==> config.mk <==
export PLATFORM = sky130hd
export DESIGN_NAME = cdb_broadcaster
export DESIGN_NICKNAME = d
export VERILOG_FILES = /design/src/rtl/cdb_pkg.sv /design/src/rtl/cdb_broadcaster_rr_arbiter.sv /design/src/rtl/cdb_broadcaster.sv
export SDC_FILE = /design/constraint.sdc
export NUM_CORES = 1
export LEC_CHECK = 0
export BUFFER_PORTS_ARGS = -buffer_cell sky130_fd_sc_hd__buf_2
export CAP_MARGIN = 20
export CORE_MARGIN = 1.5
export CORE_UTILIZATION = 58
export DETAILED_ROUTE_END_ITERATION = 10
export HOLD_SLACK_MARGIN = 0.1
export PLACE_DENSITY = 0.93
export SYNTH_ARGS = -nofsm -noshare
export SYNTH_HDL_FRONTEND = slang
export SYNTH_HIERARCHICAL = 1
export SYNTH_SLANG_ARGS = --single-unit
==> constraint.sdc <==
create_clock -name clk -period 7.31 [get_ports clk]
set_input_delay 0.731 -clock clk [delete_from_list [all_inputs] [get_ports clk]]
set_output_delay 0.731 -clock clk [all_outputs]
set_load 0.01 [all_outputs]
==> src/rtl/cdb_pkg.sv <==
// Shared Common Data Bus definitions used by the broadcaster, reservation
// stations and register file.
package cdb_pkg;

    localparam int TAG_W  = 4;
    localparam int DATA_W = 32;

    // Tag value that means "no producer"; it never appears on the bus.
    localparam logic [TAG_W-1:0] NO_TAG = '0;

    // One bus beat as seen by the snooping consumers.
    typedef struct packed {
        logic              valid;
        logic [TAG_W-1:0]  tag;
        logic [DATA_W-1:0] data;
    } cdb_t;

    // Occupancy of a per-unit result slot.
    typedef enum logic {
        SLOT_EMPTY = 1'b0,
        SLOT_FULL  = 1'b1
    } slot_state_e;

endpackage

==> src/rtl/cdb_broadcaster_rr_arbiter.sv <==
// Combinational round-robin arbiter: grants the first requester found when
// scanning upward from ptr, wrapping past N-1. Shared with issue-port logic.
module rr_arbiter #(
    parameter  int N  = 4,
    localparam int IW = (N > 1) ? $clog2(N) : 1
) (
    input  logic [N-1:0]  req,
    input  logic [IW-1:0] ptr,
    output logic [N-1:0]  grant,
    output logic [IW-1:0] grant_idx,
    output logic          any
);

    logic [IW:0]   idx_sum;
    logic [IW-1:0] idx;

    // Scan N positions starting at ptr, wrapping explicitly so non-power-of-2 N works.
    always_comb begin
        grant     = '0;
        grant_idx = '0;
        any       = 1'b0;
        idx_sum   = '0;
        idx       = '0;
        for (int k = 0; k < N; k++) begin
            idx_sum = {1'b0, ptr} + (IW+1)'(k);
            if (idx_sum >= (IW+1)'(N)) begin
                idx_sum = idx_sum - (IW+1)'(N);
            end
            idx = idx_sum[IW-1:0];
            if (!any && req[idx]) begin
                grant[idx] = 1'b1;
                grant_idx  = idx;
                any        = 1'b1;
            end
        end
    end

endmodule

==> src/rtl/cdb_broadcaster.sv <==
// Producer end of the Common Data Bus: one result slot per functional unit,
// round-robin selection, and a registered single-cycle broadcast.
module cdb_broadcaster #(
    parameter  int NUM_FU = 4,
    parameter  int TAG_W  = cdb_pkg::TAG_W,
    parameter  int DATA_W = cdb_pkg::DATA_W,
    localparam int SRC_W  = $clog2(NUM_FU)
) (
    input  logic                     clk,
    input  logic                     rst_n,
    input  logic [NUM_FU-1:0]        fu_valid,
    input  logic [NUM_FU*TAG_W-1:0]  fu_tag,
    input  logic [NUM_FU*DATA_W-1:0] fu_data,
    output logic [NUM_FU-1:0]        fu_ready,
    output logic                     cdb_valid,
    output logic [TAG_W-1:0]         cdb_tag,
    output logic [DATA_W-1:0]        cdb_data,
    output logic [SRC_W-1:0]         cdb_src,
    output logic                     err_tag0
);

    import cdb_pkg::*;

    logic [NUM_FU-1:0] slot_v;
    logic [NUM_FU-1:0] grant;
    logic [NUM_FU-1:0] store;
    logic [NUM_FU-1:0] tag0_hit;
    logic [TAG_W-1:0]  slot_tag  [NUM_FU];
    logic [DATA_W-1:0] slot_data [NUM_FU];
    logic [SRC_W-1:0]  rr_ptr;
    logic [SRC_W-1:0]  grant_idx;
    logic              grant_any;
    logic [TAG_W-1:0]  sel_tag;
    logic [DATA_W-1:0] sel_data;

    rr_arbiter #(.N(NUM_FU)) u_arb (
        .req       (slot_v),
        .ptr       (rr_ptr),
        .grant     (grant),
        .grant_idx (grant_idx),
        .any       (grant_any)
    );

    for (genvar i = 0; i < NUM_FU; i++) begin : g_slot
        slot_state_e       state_q;
        slot_state_e       state_d;
        logic [TAG_W-1:0]  tag_q;
        logic [DATA_W-1:0] data_q;
        logic [TAG_W-1:0]  in_tag;
        logic              accept;

        assign in_tag      = fu_tag[i*TAG_W +: TAG_W];
        assign fu_ready[i] = ~slot_v[i] | grant[i];
        assign accept      = fu_valid[i] & fu_ready[i];
        assign store[i]    = accept & (in_tag != TAG_W'(NO_TAG));
        assign tag0_hit[i] = accept & (in_tag == TAG_W'(NO_TAG));
        assign slot_v[i]   = (state_q == SLOT_FULL);
        assign slot_tag[i] = tag_q;
        assign slot_data[i] = data_q;

        // Slot occupancy: fill on a real accept, drain on grant unless refilled the same cycle.
        always_comb begin
            state_d = state_q;
            case (state_q)
                SLOT_EMPTY: if (store[i]) state_d = SLOT_FULL;
                SLOT_FULL:  if (!store[i] && grant[i]) state_d = SLOT_EMPTY;
                default:    state_d = SLOT_EMPTY;
            endcase
        end

        // Slot state register.
        always_ff @(posedge clk or negedge rst_n) begin
            if (!rst_n) state_q <= SLOT_EMPTY;
            else        state_q <= state_d;
        end

        // Capture the offered tag and data whenever a non-zero tag is accepted.
        always_ff @(posedge clk or negedge rst_n) begin
            if (!rst_n) begin
                tag_q  <= '0;
                data_q <= '0;
            end else if (store[i]) begin
                tag_q  <= in_tag;
                data_q <= fu_data[i*DATA_W +: DATA_W];
            end
        end
    end

    // One-hot grant steers the winning slot onto the bus; zero when nothing is granted.
    always_comb begin
        sel_tag  = '0;
        sel_data = '0;
        for (int k = 0; k < NUM_FU; k++) begin
            if (grant[k]) begin
                sel_tag  = sel_tag  | slot_tag[k];
                sel_data = sel_data | slot_data[k];
            end
        end
    end

    // Round-robin pointer moves just past the winner, wrapping at NUM_FU-1.
    always_ff @(posedge clk or negedge rst_n) begin
        if (!rst_n) begin
            rr_ptr <= '0;
        end else if (grant_any) begin
            rr_ptr <= (grant_idx == SRC_W'(NUM_FU-1)) ? '0 : grant_idx + SRC_W'(1);
        end
    end

    // Registered bus beat and the tag-0 drop pulse.
    always_ff @(posedge clk or negedge rst_n) begin
        if (!rst_n) begin
            cdb_valid <= 1'b0;
            cdb_tag   <= '0;
            cdb_data  <= '0;
            cdb_src   <= '0;
            err_tag0  <= 1'b0;
        end else begin
            cdb_valid <= grant_any;
            cdb_tag   <= sel_tag;
            cdb_data  <= sel_data;
            cdb_src   <= grant_any ? grant_idx : '0;
            err_tag0  <= |tag0_hit;
        end
    end

endmodule
# After elaboration in Yosys (flattened, before gate mapping)
# Index checks and enable logic that the tools add are counted.
# Widths: inputs -> output; s select.
# word_totals
register_bits	190
out_inout_bits	44
word_cells	149
# classes
add_sub_neg	8
n_lt_le_gt_ge	12
eq_ne	1
mux	54
n_bitwise	29
reduce_logical	27
# ops
operator	count
$mux 32	4
$or 32x32->32	3
$mux 4	8
$or 4x4->4	6
$mux 1	20
$mux 2	10
$logic_not 4->1	4
$reduce_bool 4->1	4
$and 1x1->1	12
$lt 2x3->1 const B	4
$logic_and 1x1->1	11
$ge 3x3->1 const B	3
$bmux 1 s2	4
$demux 1 s2	4
$ge 2x1->1 const B	4
$pmux 1 s2	4
$sub 2x1->2 const B	4
$logic_not 1->1	7
$add 2x2->3 const B	2
$not 1->1	4
$or 1x1->1	4
$reduce_or 4->1	1
$add 2x1->3 const B	1
$ge 2x3->1 const B	1
other kinds (2)	2

# Depth between registers and ports, before layout
# Gate-level depths: netlist of the first run.
# logic_depth
ltp_word	21
mapped_depth	14
ltp_nobuf	9

# By module
# Netlist of the first run, hierarchy kept.
# modules_own_cells
mod	n_inst	cells_per_inst	area_each_um2	seq_area_each_um2
cdb_broadcaster	1	502	7564.8	4754.6
rr_arbiter	1	45	421.7	0.0

# Worst setup path after synthesis of the first run
# OpenSTA, ideal clock, no wires.
# synth_path
kind	register to register
from	reg rr_ptr[0]
to	reg g_slot[1].data_q[10]
arrival_ps	2932
t_required_ps	7185
slack_ps	4254
stages_incl_launch_ff	15
period_less_slack_ps	3056
path_cell_list	dfrtp_1 -> buf_6 -> inv_1 -> ha_1 -> mux4_2 -> buf_6 -> nor4b_4 -> a22oi_1 -> o21ai_0 -> buf_4 -> nand2b_1 -> nand3b_1 -> buf_4 -> buf_6 -> mux2_2
# synth_via
elab_chain_cells	17
# synth_lines
element	line	source
start, declared	cdb_broadcaster.sv:30	logic [SRC_W-1:0] rr_ptr;
start signal, assigned	cdb_broadcaster.sv:106	rr_ptr <= (grant_idx == SRC_W'(NUM_FU-1)) ? '0 : grant_idx + SRC_W'(1);
branches (longest 13 deep; another with $add 2x1->3)	-	
$mux 4 (*)	cdb_broadcaster_rr_arbiter.sv:30	if (!any && req[idx]) begin
named net grant[1]	cdb_broadcaster.sv:25	logic [NUM_FU-1:0] grant;
$or 1x1->1 (*)	cdb_broadcaster.sv:53	assign fu_ready[i] = ~slot_v[i] | grant[i];
named net fu_ready[1]	cdb_broadcaster.sv:14	output logic [NUM_FU-1:0] fu_ready,
$and 1x1->1 (*)	cdb_broadcaster.sv:54	assign accept = fu_valid[i] & fu_ready[i];
$and 1x1->1 (*)	cdb_broadcaster.sv:55	assign store[i] = accept & (in_tag != TAG_W'(NO_TAG));
end signal, assigned	cdb_broadcaster.sv:84	data_q <= fu_data[i*DATA_W +: DATA_W];
end, declared	cdb_broadcaster.sv:48	logic [DATA_W-1:0] data_q;
# Mark *: on every way through the listed nets, which the timed path passes. The select of a mux whose other input is x is not followed.
# A chain may end at the register's enable or synchronous reset.

# Worst setup path in the final report of the first run
# layout_path
from	reg rr_ptr[0]
to	out fu_ready[1]
# layout_via
elab_chain_cells	15
# layout_lines
element	line
branches (longest 13 deep; another with $add 2x1->3)	-
$mux 4 (*)	cdb_broadcaster_rr_arbiter.sv:30
named net grant[1]	cdb_broadcaster.sv:25
$or 1x1->1 (*)	cdb_broadcaster.sv:53
end, declared	cdb_broadcaster.sv:14
# Marks and branches as above.

==> results of run 1 <==
## cell type report
class | count | area, µm² | area share, %
Inverter | 3 | 11.3 | 0.117
Multi-Input combinational cell | 320 | 3010 | 31.4
Tap cell | 176 | 220 | 2.29
Timing Repair Buffer | 200 | 1040 | 10.9
Sequential cell | 190 | 4750 | 49.5
Antenna cell | 1 | 2.50 | 0.0261
Clock inverter | 13 | 116 | 1.21
Clock buffer | 18 | 439 | 4.58
## metrics by stage
stage / total power [W] / area, µm² / hold WS [ns] / util (%)
4_1_cts: 0.00530 / 9570 / 0.447 / 71.7
6_report: 0.00532 / 9600 / 0.385 / 71.9
2_1_floorplan: 0.00373 / 7990 / 0.435 / -
3_5_place_dp: 0.00441 / 9010 / 0.476 / 67.5
5_1_grt: 0.00561 / 9600 / 0.479 / 71.9
3_3_place_gp: 0.00423 / 9010 / 0.470 / 67.5
## sequential cells by signal, indices dropped and copies added (netlist names)
register	flops
cdb_data	32
cdb_tag	4
cdb_valid	1
cdb_src	2
rr_ptr	2
g_slot.state_q	4
err_tag0	1
g_slot.data_q	128
g_slot.tag_q	16
## Yosys cell counts (5+ instances only)
master	n
o21ai_0	5
buf_1	5
a22o_1	6
ha_1	6
buf_4	12
dfrtp_1	190
nand2_1	41
mux2_2	111
mux2_4	25
clkbuf_1	8
a32o_1	5
a22oi_1	80
buf_6	5
## report_power, final
group / switching, W / internal, W / leakage, nW / total [W]
clock network: 0.000397 / 0.000476 / 0.257 / 0.000873
registers: 0.000307 / 0.00162 / 2.26 / 0.00193
logic: 0.00135 / 0.00117 / 2.06 / 0.00252
total: 0.00206 / 0.00327 / 4.57 / 0.00532
## kinds of logic after synthesis
logic type / after synthesis
compound gates: 101
buf+inv: 37
fa+ha+maj: 6
flops: 190
simple gates: 71
mux: 142
## how the worst min path moves through the flow
stage	end	slack (ns)
CTS	g_slot[3].tag_q[0]	0.45
finish	g_slot[3].data_q[26]	0.39
global route	g_slot[3].data_q[27]	0.48
detailed placement	cdb_data[1]	0.48
global placement	cdb_data[31]	0.47
floorplan	cdb_data[0]	0.44
## routing by layer
metal | track usage (%) | share of wire [%]
met1 | 35.6 | 39
met2 | 44.8 | 50
met3 | 6.70 | 6.9
met4 | 15.4 | 3.9
met5 | 0 | 0
==> flow_summary.yaml, run 1 <==
synthesis:
  synthAdderAreaFrac_pct: 0.940
  synth_top_family_by_area: "multiplexers"
  synth_cell_types: 39
  synth_top_area_share_pct: 59.5
  ys.flop_type: "dfrtp_1"
  synth_edf_count: 0
  synthSimpleGateAreaFrac_pct: 4.72
  syn-cell-area_um2: 7990
  syn-num-nets: 703
  synth_area_leaders: "dfrtp_1, mux2_2, a22oi_1"
  synthXorXnorAreaFrac_pct: 0
  ys_seq_area_share_pct: 59.5
  avgSynthCellArea_um2: 14.6
  ys_ff_latch: 190
  ys_warn_count: 6
  synth_top_area_cell: "dfrtp_1"
  synth_mux_area_share_pct: 21.8
  synth_compound_area_share_pct: 9.65
  synthCells: 547
  async_reset_ff_share_pct: 100
floorplan:
  fp.dieH_um: 120
  dieArea_um2: 14500
  ios: 194
  start_util_pct: 59.8
  row_count: 42
  fp.coreArea_um2: 13300
  die_x_um: 120
route:
  vias: 5500
  drtPass1Iterations: 5
  drtIter0Drc: 442
  postRouteAntennaNets: 0
  drt-total-wl_mm: 19.4
  routedWlPerCell_um: 21.0
  vias_per_cell: 5.97
  drc_errors: 0
grt:
  grt_antenna_before_repair: 0
  grt_pass1_vias: 5918
  grt_pass1_wl_mm: 30.6
  grtUsageTotal_pct: 28.0
  grt_start_max_net_pins: 105
  grt-ovfl-total: 0
place:
  place_worst_setup_slack_ns: 2.85
  dp_hpwl_mm: 13.2
  port_buffers: 193
  dp.cells: 888
  gp_congestion: 0.961
worst_hold_path:
  hold_path.class: "primary input to asynchronous set/reset pin"
finish:
  final_common_cell: "buf_2"
  syn_to_final_growth_pct: 20.2
  drive_above_1_share_pct: 51.2
  layout_common_cells: "buf_2, dfrtp_1, mux2_2, a22oi_1, nand2_1"
  fill_cells: 843
  final_nets: 888
  instances_no_fill: 921
setup_path:
  worstSetupPathType: "flip-flop to output port"
  crit_chain: "inv_1 > ha_1 > mux4_2 > and2b_2 > a22oi_1 > o21ai_4 > nand2b_1 > buf_2"
  r2r-end: "g_slot[1].data_q[26]"
  crit_family: "compound AO/OA/AOI/OAI gates"
  required_ns: 6.58
  arrival_ns: 3.81
  slowest_stage: "o21ai_4"
  rr_startpoint: "rr_ptr[0]"
  crit_start: "rr_ptr[0]"
  cp-end-kind: "output port"
  crit_end: "fu_ready[1]"
  path_max_fanout: 37
  rr_worst_depth: 10
  path_depth: 8
  rrSetupSlack_ns: 2.80
  crit_buf_inv: 2
  critPathLaunchType: "flip-flop"
  critPathMaxStageDelay_ns: 0.85
timing:
  fin_crit_ns: 4.54
  worst_pin_slew_ns: 1.08
  skew_ns: 0.00569
  finalMaxSlewViolations: 0
  finalSetupTns_ns: 0
  fmax_mhz: 220
  relSlewSlack_pct: 27.4
  setup_violations: 0
  hold_viol_final: 0
  setup_slack_ns: 2.77
  rsz0062_at_grt: "false"
  period_share_pct: 62.1
clocking:
  htree_levels: 4
  post_cts_buffers: 0
  cts_buffers: 17
  cts_buffer_depth: 2
  cts_resized: 0
  clkLatencyLatePin_ns: 0.44
  cts.sinks: 190
  cts_tree: "done"
  clkTransAtPathRegs_ns: 0.07
  cts_hold_buf: 0
  clockRootBuffer: "clkbuf_16"
outcome:
  status: "completed"
pwr:
  peakVddDrop_mv: 0.326
  p_leak_nw: 4.57
  power.density_nw_per_um2: 554
flow_run:
  drv_cap: 0
No activity file was read; power rests on OpenSTA's default activity.
==> run 2, diff against run 1 <==
--- a/config.mk
+++ b/config.mk
@@ -8,10 +8,10 @@
 export BUFFER_PORTS_ARGS = -buffer_cell sky130_fd_sc_hd__buf_2
 export CAP_MARGIN = 20
 export CORE_MARGIN = 1.5
-export CORE_UTILIZATION = 58
+export CORE_UTILIZATION = 48
 export DETAILED_ROUTE_END_ITERATION = 10
 export HOLD_SLACK_MARGIN = 0.1
-export PLACE_DENSITY = 0.93
+export PLACE_DENSITY = 0.83
 export SYNTH_ARGS = -nofsm -noshare
 export SYNTH_HDL_FRONTEND = slang
 export SYNTH_HIERARCHICAL = 1
==> constraint.sdc (replaced) <==
create_clock -name clk -period 3.75 [get_ports clk]
set_input_delay 0.375 -clock clk [delete_from_list [all_inputs] [get_ports clk]]
set_output_delay 0.375 -clock clk [all_outputs]
set_load 0.01 [all_outputs]
==> flow_summary.yaml, run 2 (synthesis results as in run 1) <==
place:
  dp_hpwl_mm: 13.2
  gp_congestion: 0.843
  port_buffers: 193
  place_worst_setup_slack_ns: 0.548
route:
  drt-total-wl_mm: 19.1
  drtPass1Iterations: 5
  vias: 5373
  postRouteAntennaNets: 0
  drtIter0Drc: 308
  vias_per_cell: 5.54
  routedWlPerCell_um: 19.7
  drc_errors: 0
setup_path:
  rr_worst_depth: 10
  arrival_ns: 2.98
  critPathLaunchType: "flip-flop"
  required_ns: 3.38
  cp-end-kind: "output port"
  worstSetupPathType: "flip-flop to output port"
  path_max_fanout: 10
timing:
  worst_pin_slew_ns: 0.856
  relSlewSlack_pct: 42.9
  fin_crit_ns: 3.36
  whs_ns: 0.165
  setup_slack_ns: 0.393
  skew_ns: 0.0197
  hold_viol_final: 0
  setup_violations: 0
  rsz0062_at_grt: "false"
  fmax_mhz: 298
  period_share_pct: 89.5
  finalSetupTns_ns: 0
  finalMaxSlewViolations: 0
finish:
  largest_register_ffs: 128
  syn_to_final_growth_pct: 22.5
  top_regs: "g_slot.data_q: 128 flops, cdb_data: 32 flops, g_slot.tag_q: 16 flops"
  drive_above_1_share_pct: 51.7
  final_common_cell: "buf_2"
  final_nets: 896
  regMostFlops: "g_slot.data_q"
  layout_common_cells: "buf_2, dfrtp_1, mux2_2, a22oi_1, nand2_1"
floorplan:
  dieArea_um2: 17400
  die_x_um: 132
  start_util_pct: 49.7
  fp.dieH_um: 132
  ios: 194
  row_count: 46
  fp.coreArea_um2: 16100
pwr:
  p_seq_share_pct: 35.5
  internal-power_w: 0.00651
  combPwrFrac_pct: 47.0
  p_clk_share_pct: 17.5
  p_leak_nw: 4.66
  power.density_nw_per_um2: 1070
  switchingPower_w: 0.00396
  switching_share_pct: 37.8
  peakVddDrop_mv: 0.601
grt:
  grt_pass1_wl_mm: 30.8
  grtUsageTotal_pct: 23.0
  grt_antenna_before_repair: 2
  grt-ovfl-total: 0
  grt_start_max_net_pins: 107
  grt_pass1_vias: 5813
clocking:
  cts.sinks: 190
  cts_resized: 0
  clkLatencyLatePin_ns: 0.43
  cts_buffers: 17
  cts_buffer_depth: 2
  clkTransAtPathRegs_ns: 0.07
  clockRootBuffer: "clkbuf_16"
  cts_tree: "done"
  post_cts_buffers: 0
  htree_levels: 4
worst_hold_path:
  hold_path.class: "primary input to flip-flop"
  min_path_cells: 2
outcome:
  status: "completed"
flow_run:
  drv_cap: 0
-- run 2: changes by cell type in the layout (fill, tap and decap cells not counted), sizes merged --
cell / change
inv: +5
bufinv: +1
clkinv: +1
dlygate4sd3: +1
clkinvlp: -5
buf: +6
-- run 2: final timing paths --
kind                                        end  slack [ns]            startpoint
max                                 fu_ready[1]        0.39             rr_ptr[1]
min                        g_slot[0].data_q[11]        0.17           fu_data[11]
max reg2reg                  g_slot[3].tag_q[1]        0.50             rr_ptr[1]
min reg2reg                        cdb_data[18]        0.49  g_slot[1].data_q[18]
max in group asynchronous   g_slot[0].data_q[2]        2.27                 rst_n
min in group asynchronous  g_slot[1].data_q[27]        0.58                 rst_n
-- run 2: routing by layer --
layer | up-vias | track usage (%) | wire length, µm
met1 | 2751 | 28.0 | 7660
met2 | 173 | 38.9 | 9870
met4 | 2 | 8.95 | 469
met5 | - | 0 | 10
li1 | 2411 | - | -
met3 | 36 | 6.61 | 1120
-- run 2: area by class of cell --
cell class                 count  area (µm²)
antenna                        1        2.50
clock buffer                  17         425
clock inverter                15         178
fill                        1255        6280
inverter                       3        11.3
multi-input combinational    320        3010
sequential                   190        4750
tap                          216         270
timing repair buffer         208        1130
-- run 2: critical path: stages (launching register included) --
cell	delay, ns
dfrtp_1	0.52
inv_1	0.16
ha_1	0.38
mux4_2	0.45
nor4b_4	0.41
a22oi_1	0.17
o21ai_4	0.09
nand2b_1	0.20
buf_2	0.18
-- run 2: stage by stage --
stage / total power, W / area, µm² / std cells / utilization [%]
6_report: 0.0105 / 9780 / 970 / 60.9
5_1_grt: 0.0112 / 9780 / 970 / 60.9
4_1_cts: 0.0105 / 9780 / 969 / 60.9
3_5_place_dp: 0.00865 / 9160 / 936 / 57.1
3_3_place_gp: 0.00844 / 9160 / 936 / 57.1
2_1_floorplan: 0.00727 / 7990 / 547 / -
-- run 2: power by group through the flow --
stage	clock network, W	registers (W)	logic [W]
finish	0.00183	0.00372	0.00492
global route	0.00196	0.00384	0.00537
CTS	0.00187	0.00372	0.00495
detailed placement	0	0.00373	0.00492
global placement	0	0.00368	0.00476
floorplan	0	0.00368	0.00360
-- run 2: timing repair --
item / 4_1_cts / 5_1_grt
endpoints found under the hold margin: 53 / 0
hold buffers: 1 / 0
endpoints found under the setup margin: 0 / 0
==> run 3, diff against run 2 <==
--- a/config.mk
+++ b/config.mk
@@ -8,11 +8,10 @@
 export BUFFER_PORTS_ARGS = -buffer_cell sky130_fd_sc_hd__buf_2
 export CAP_MARGIN = 20
 export CORE_MARGIN = 1.5
-export CORE_UTILIZATION = 48
+export CORE_UTILIZATION = 50
 export DETAILED_ROUTE_END_ITERATION = 10
 export HOLD_SLACK_MARGIN = 0.1
-export PLACE_DENSITY = 0.83
+export PLACE_DENSITY = 0.84
 export SYNTH_ARGS = -nofsm -noshare
 export SYNTH_HDL_FRONTEND = slang
-export SYNTH_HIERARCHICAL = 1
 export SYNTH_SLANG_ARGS = --single-unit
==> flow_summary.yaml, run 3 <==
timing:
  fin_crit_ns: 3.56
  finalSetupTns_ns: 0
  fmax_mhz: 281
  period_share_pct: 94.8
  setup_violations: 0
  relSlewSlack_pct: 27.9
  finalMaxSlewViolations: 0
  rsz0062_at_grt: "false"
  worst_pin_slew_ns: 1.08
  hold_viol_final: 0
  skew_ns: 0.00804
finish:
  layout_common_cells: "buf_2, dfrtp_1, a22oi_1, nand2_1, mux2_4"
  largest_register_ffs: 128
  n_antenna_cell: 0
  regMostFlops: "g_slot.data_q"
  top_regs: "g_slot.data_q: 128 flops, cdb_data: 32 flops, g_slot.tag_q: 16 flops"
  syn_to_final_growth_pct: 19.6
  final_nets: 1057
  instances_no_fill: 1142
  drive_above_1_share_pct: 39.5
  final_common_cell: "buf_2"
worst_hold_path:
  hold_path.class: "primary input to flip-flop"
  whs_endpoint: "g_slot[1].data_q[6]"
  min_path_cells: 2
  hp-start: "fu_data[38]"
setup_path:
  cp-end-kind: "output port"
  path_max_fanout: 39
  rr_worst_depth: 7
  required_ns: 3.38
  r2r-end: "g_slot[2].data_q[11]"
  worstSetupPathType: "flip-flop to output port"
  arrival_ns: 3.18
  rr_startpoint: "rr_ptr[1]"
  critPathLaunchType: "flip-flop"
  rrSetupSlack_ns: 0.53
clocking:
  clkTransAtPathRegs_ns: 0.07
  post_cts_buffers: 0
  htree_levels: 4
  cts_buffer_depth: 2
  clockRootBuffer: "clkbuf_16"
  cts.sinks: 190
  cts_tree: "done"
  cts_buffers: 17
  clkLatencyLatePin_ns: 0.44
outcome:
  status: "completed"
pwr:
  p_leak_nw: 5.18
  peakVddDrop_mv: 0.469
  power.density_nw_per_um2: 1080
flow_run:
  drv_cap: 0
route:
  vias_per_cell: 6.34
  postRouteAntennaNets: 0
  routedWlPerCell_um: 22.1
  drc_errors: 0
  drtIter0Drc: 651
  vias: 7238
  drtPass1Iterations: 8
  drt-total-wl_mm: 25.2
floorplan:
  start_util_pct: 51.1
  die_x_um: 139
  ios: 194
  row_count: 49
  fp.coreArea_um2: 18000
  dieArea_um2: 19300
  fp.dieH_um: 139
synthesis:
  syn-num-nets: 880
  ys_seq_area_share_pct: 51.6
  synth_cell_types: 50
  synth_edf_count: 0
  synthCells: 723
  synthTopCellsByCount: "dfrtp_1, a22oi_1, nand2_1"
  synth_top_area_cell: "dfrtp_1"
  ys.flop_type: "dfrtp_1"
  ys_warn_count: 0
  yosysMostFrequentCell: "dfrtp_1"
  synth_area_leaders: "dfrtp_1, mux2_4, a22oi_1"
  synth_top_area_share_pct: 51.6
  syn-cell-area_um2: 9220
  ys_ff_latch: 190
  avgSynthCellArea_um2: 12.7
  async_reset_ff_share_pct: 100
grt:
  grt_pass1_vias: 7430
  grt-ovfl-total: 0
  grt_antenna_before_repair: 2
  grtUsageTotal_pct: 26.6
  grt_start_max_net_pins: 81
  grt_pass1_wl_mm: 39.9
place:
  gp_congestion: 0.897
  dp.cells: 1109
  port_buffers: 193
  dp_hpwl_mm: 16.2
[run 3: cell types whose count changed in the layout (fill, tap and decap cells not counted), moves of 11 or more]
| cell | before | now |
|---|---|---|
| nand2_1 | 41 | 78 |
| a222oi_1 | 0 | 36 |
| mux2_1 | 0 | 38 |
| mux2_2 | 111 | 23 |
| buf_4 | 11 | 23 |
| a32o_1 | 5 | 16 |
| mux2_4 | 25 | 69 |
| a22oi_1 | 80 | 108 |
[run 3: worst max-delay path, cell delays in order (launching register included)]
cell	delay, ns
dfrtp_2	0.49
inv_1	0.15
ha_1	0.33
mux4_2	0.41
a21oi_1	0.26
o31ai_4	0.11
buf_4	0.31
or3_1	0.50
buf_2	0.18
[run 3: stage by stage]
| stage | instance area (µm²) | hold WS, ns | utilization, % | worst slack (ns) | power [W] |
|---|---|---|---|---|---|
| floorplan | 9220 | 0.0794 | - | 0.753 | 0.00825 |
| global placement | 10400 | 0.435 | 57.8 | 0.526 | 0.00976 |
| detailed placement | 10400 | 0.440 | 57.8 | 0.403 | 0.0100 |
| CTS | 11000 | 0.140 | 61.1 | 0.0630 | 0.0119 |
| global route | 11000 | 0.144 | 61.1 | 0.0552 | 0.0127 |
| finish | 11000 | 0.145 | 61.1 | 0.194 | 0.0119 |
[run 3: cell type report]
class / count / area [µm²]
inverter: 9 / 33.8
clock inverter: 14 / 159
timing repair buffer: 219 / 1200
tap: 229 / 287
clock buffer: 18 / 429
fill: 1404 / 7000
sequential: 190 / 4760
multi-input combinational: 463 / 4160
[run 3: report_power, final]
part / total, W / internal [W] / switching, W
clock network: 0.00184 / 0.000997 / 0.000838
registers: 0.00396 / 0.00316 / 0.000798
logic: 0.00615 / 0.00286 / 0.00329
[run 3: worst max path at each step]
stage / from / endpoint / slack, ns / cells after the start
after global routing: rr_ptr[1] / fu_ready[2] / 0.06 / 8
after global placement: rr_ptr[1] / g_slot[2].data_q[12] / 0.53 / 7
after floorplan: rr_ptr[0] / g_slot[2].data_q[24] / 0.75 / 11
after CTS: rr_ptr[1] / fu_ready[2] / 0.06 / 8
final: rr_ptr[1] / fu_ready[2] / 0.19 / 8
after detailed placement: rr_ptr[1] / g_slot[2].data_q[12] / 0.40 / 7
[run 3: repair_timing]
action                                  in CTS  in global routing
endpoints found under the setup margin       0                  3
resized for setup                            0                  1
hold buffers                                 1                  0
hold endpoints to repair                    78                  0
[run 3: cell families (layout without fill, tap and decap cells)]
| family | after synthesis | count (layout) | share of synthesized area (%) |
|---|---|---|---|
| and+or+nand+nor | 123 | 123 | 5.91 |
| adders and majority gates | 7 | 7 | 0.950 |
| muxes | 136 | 136 | 19.8 |
| AOI/OAI and AO/OA | 197 | 197 | 17.9 |
| DFF | 190 | 190 | 51.6 |
| buffers and inverters | 70 | 260 | 3.94 |
[run 3: per-layer routing]
metal | GRT usage [%] | vias to the layer above | routed length [µm]
li1 | - | 3145 | -
met1 | 35.2 | 3545 | 10100
met2 | 42.5 | 460 | 11900
met3 | 6.15 | 84 | 2290
met4 | 10.9 | 4 | 832
met5 | 0 | - | 29
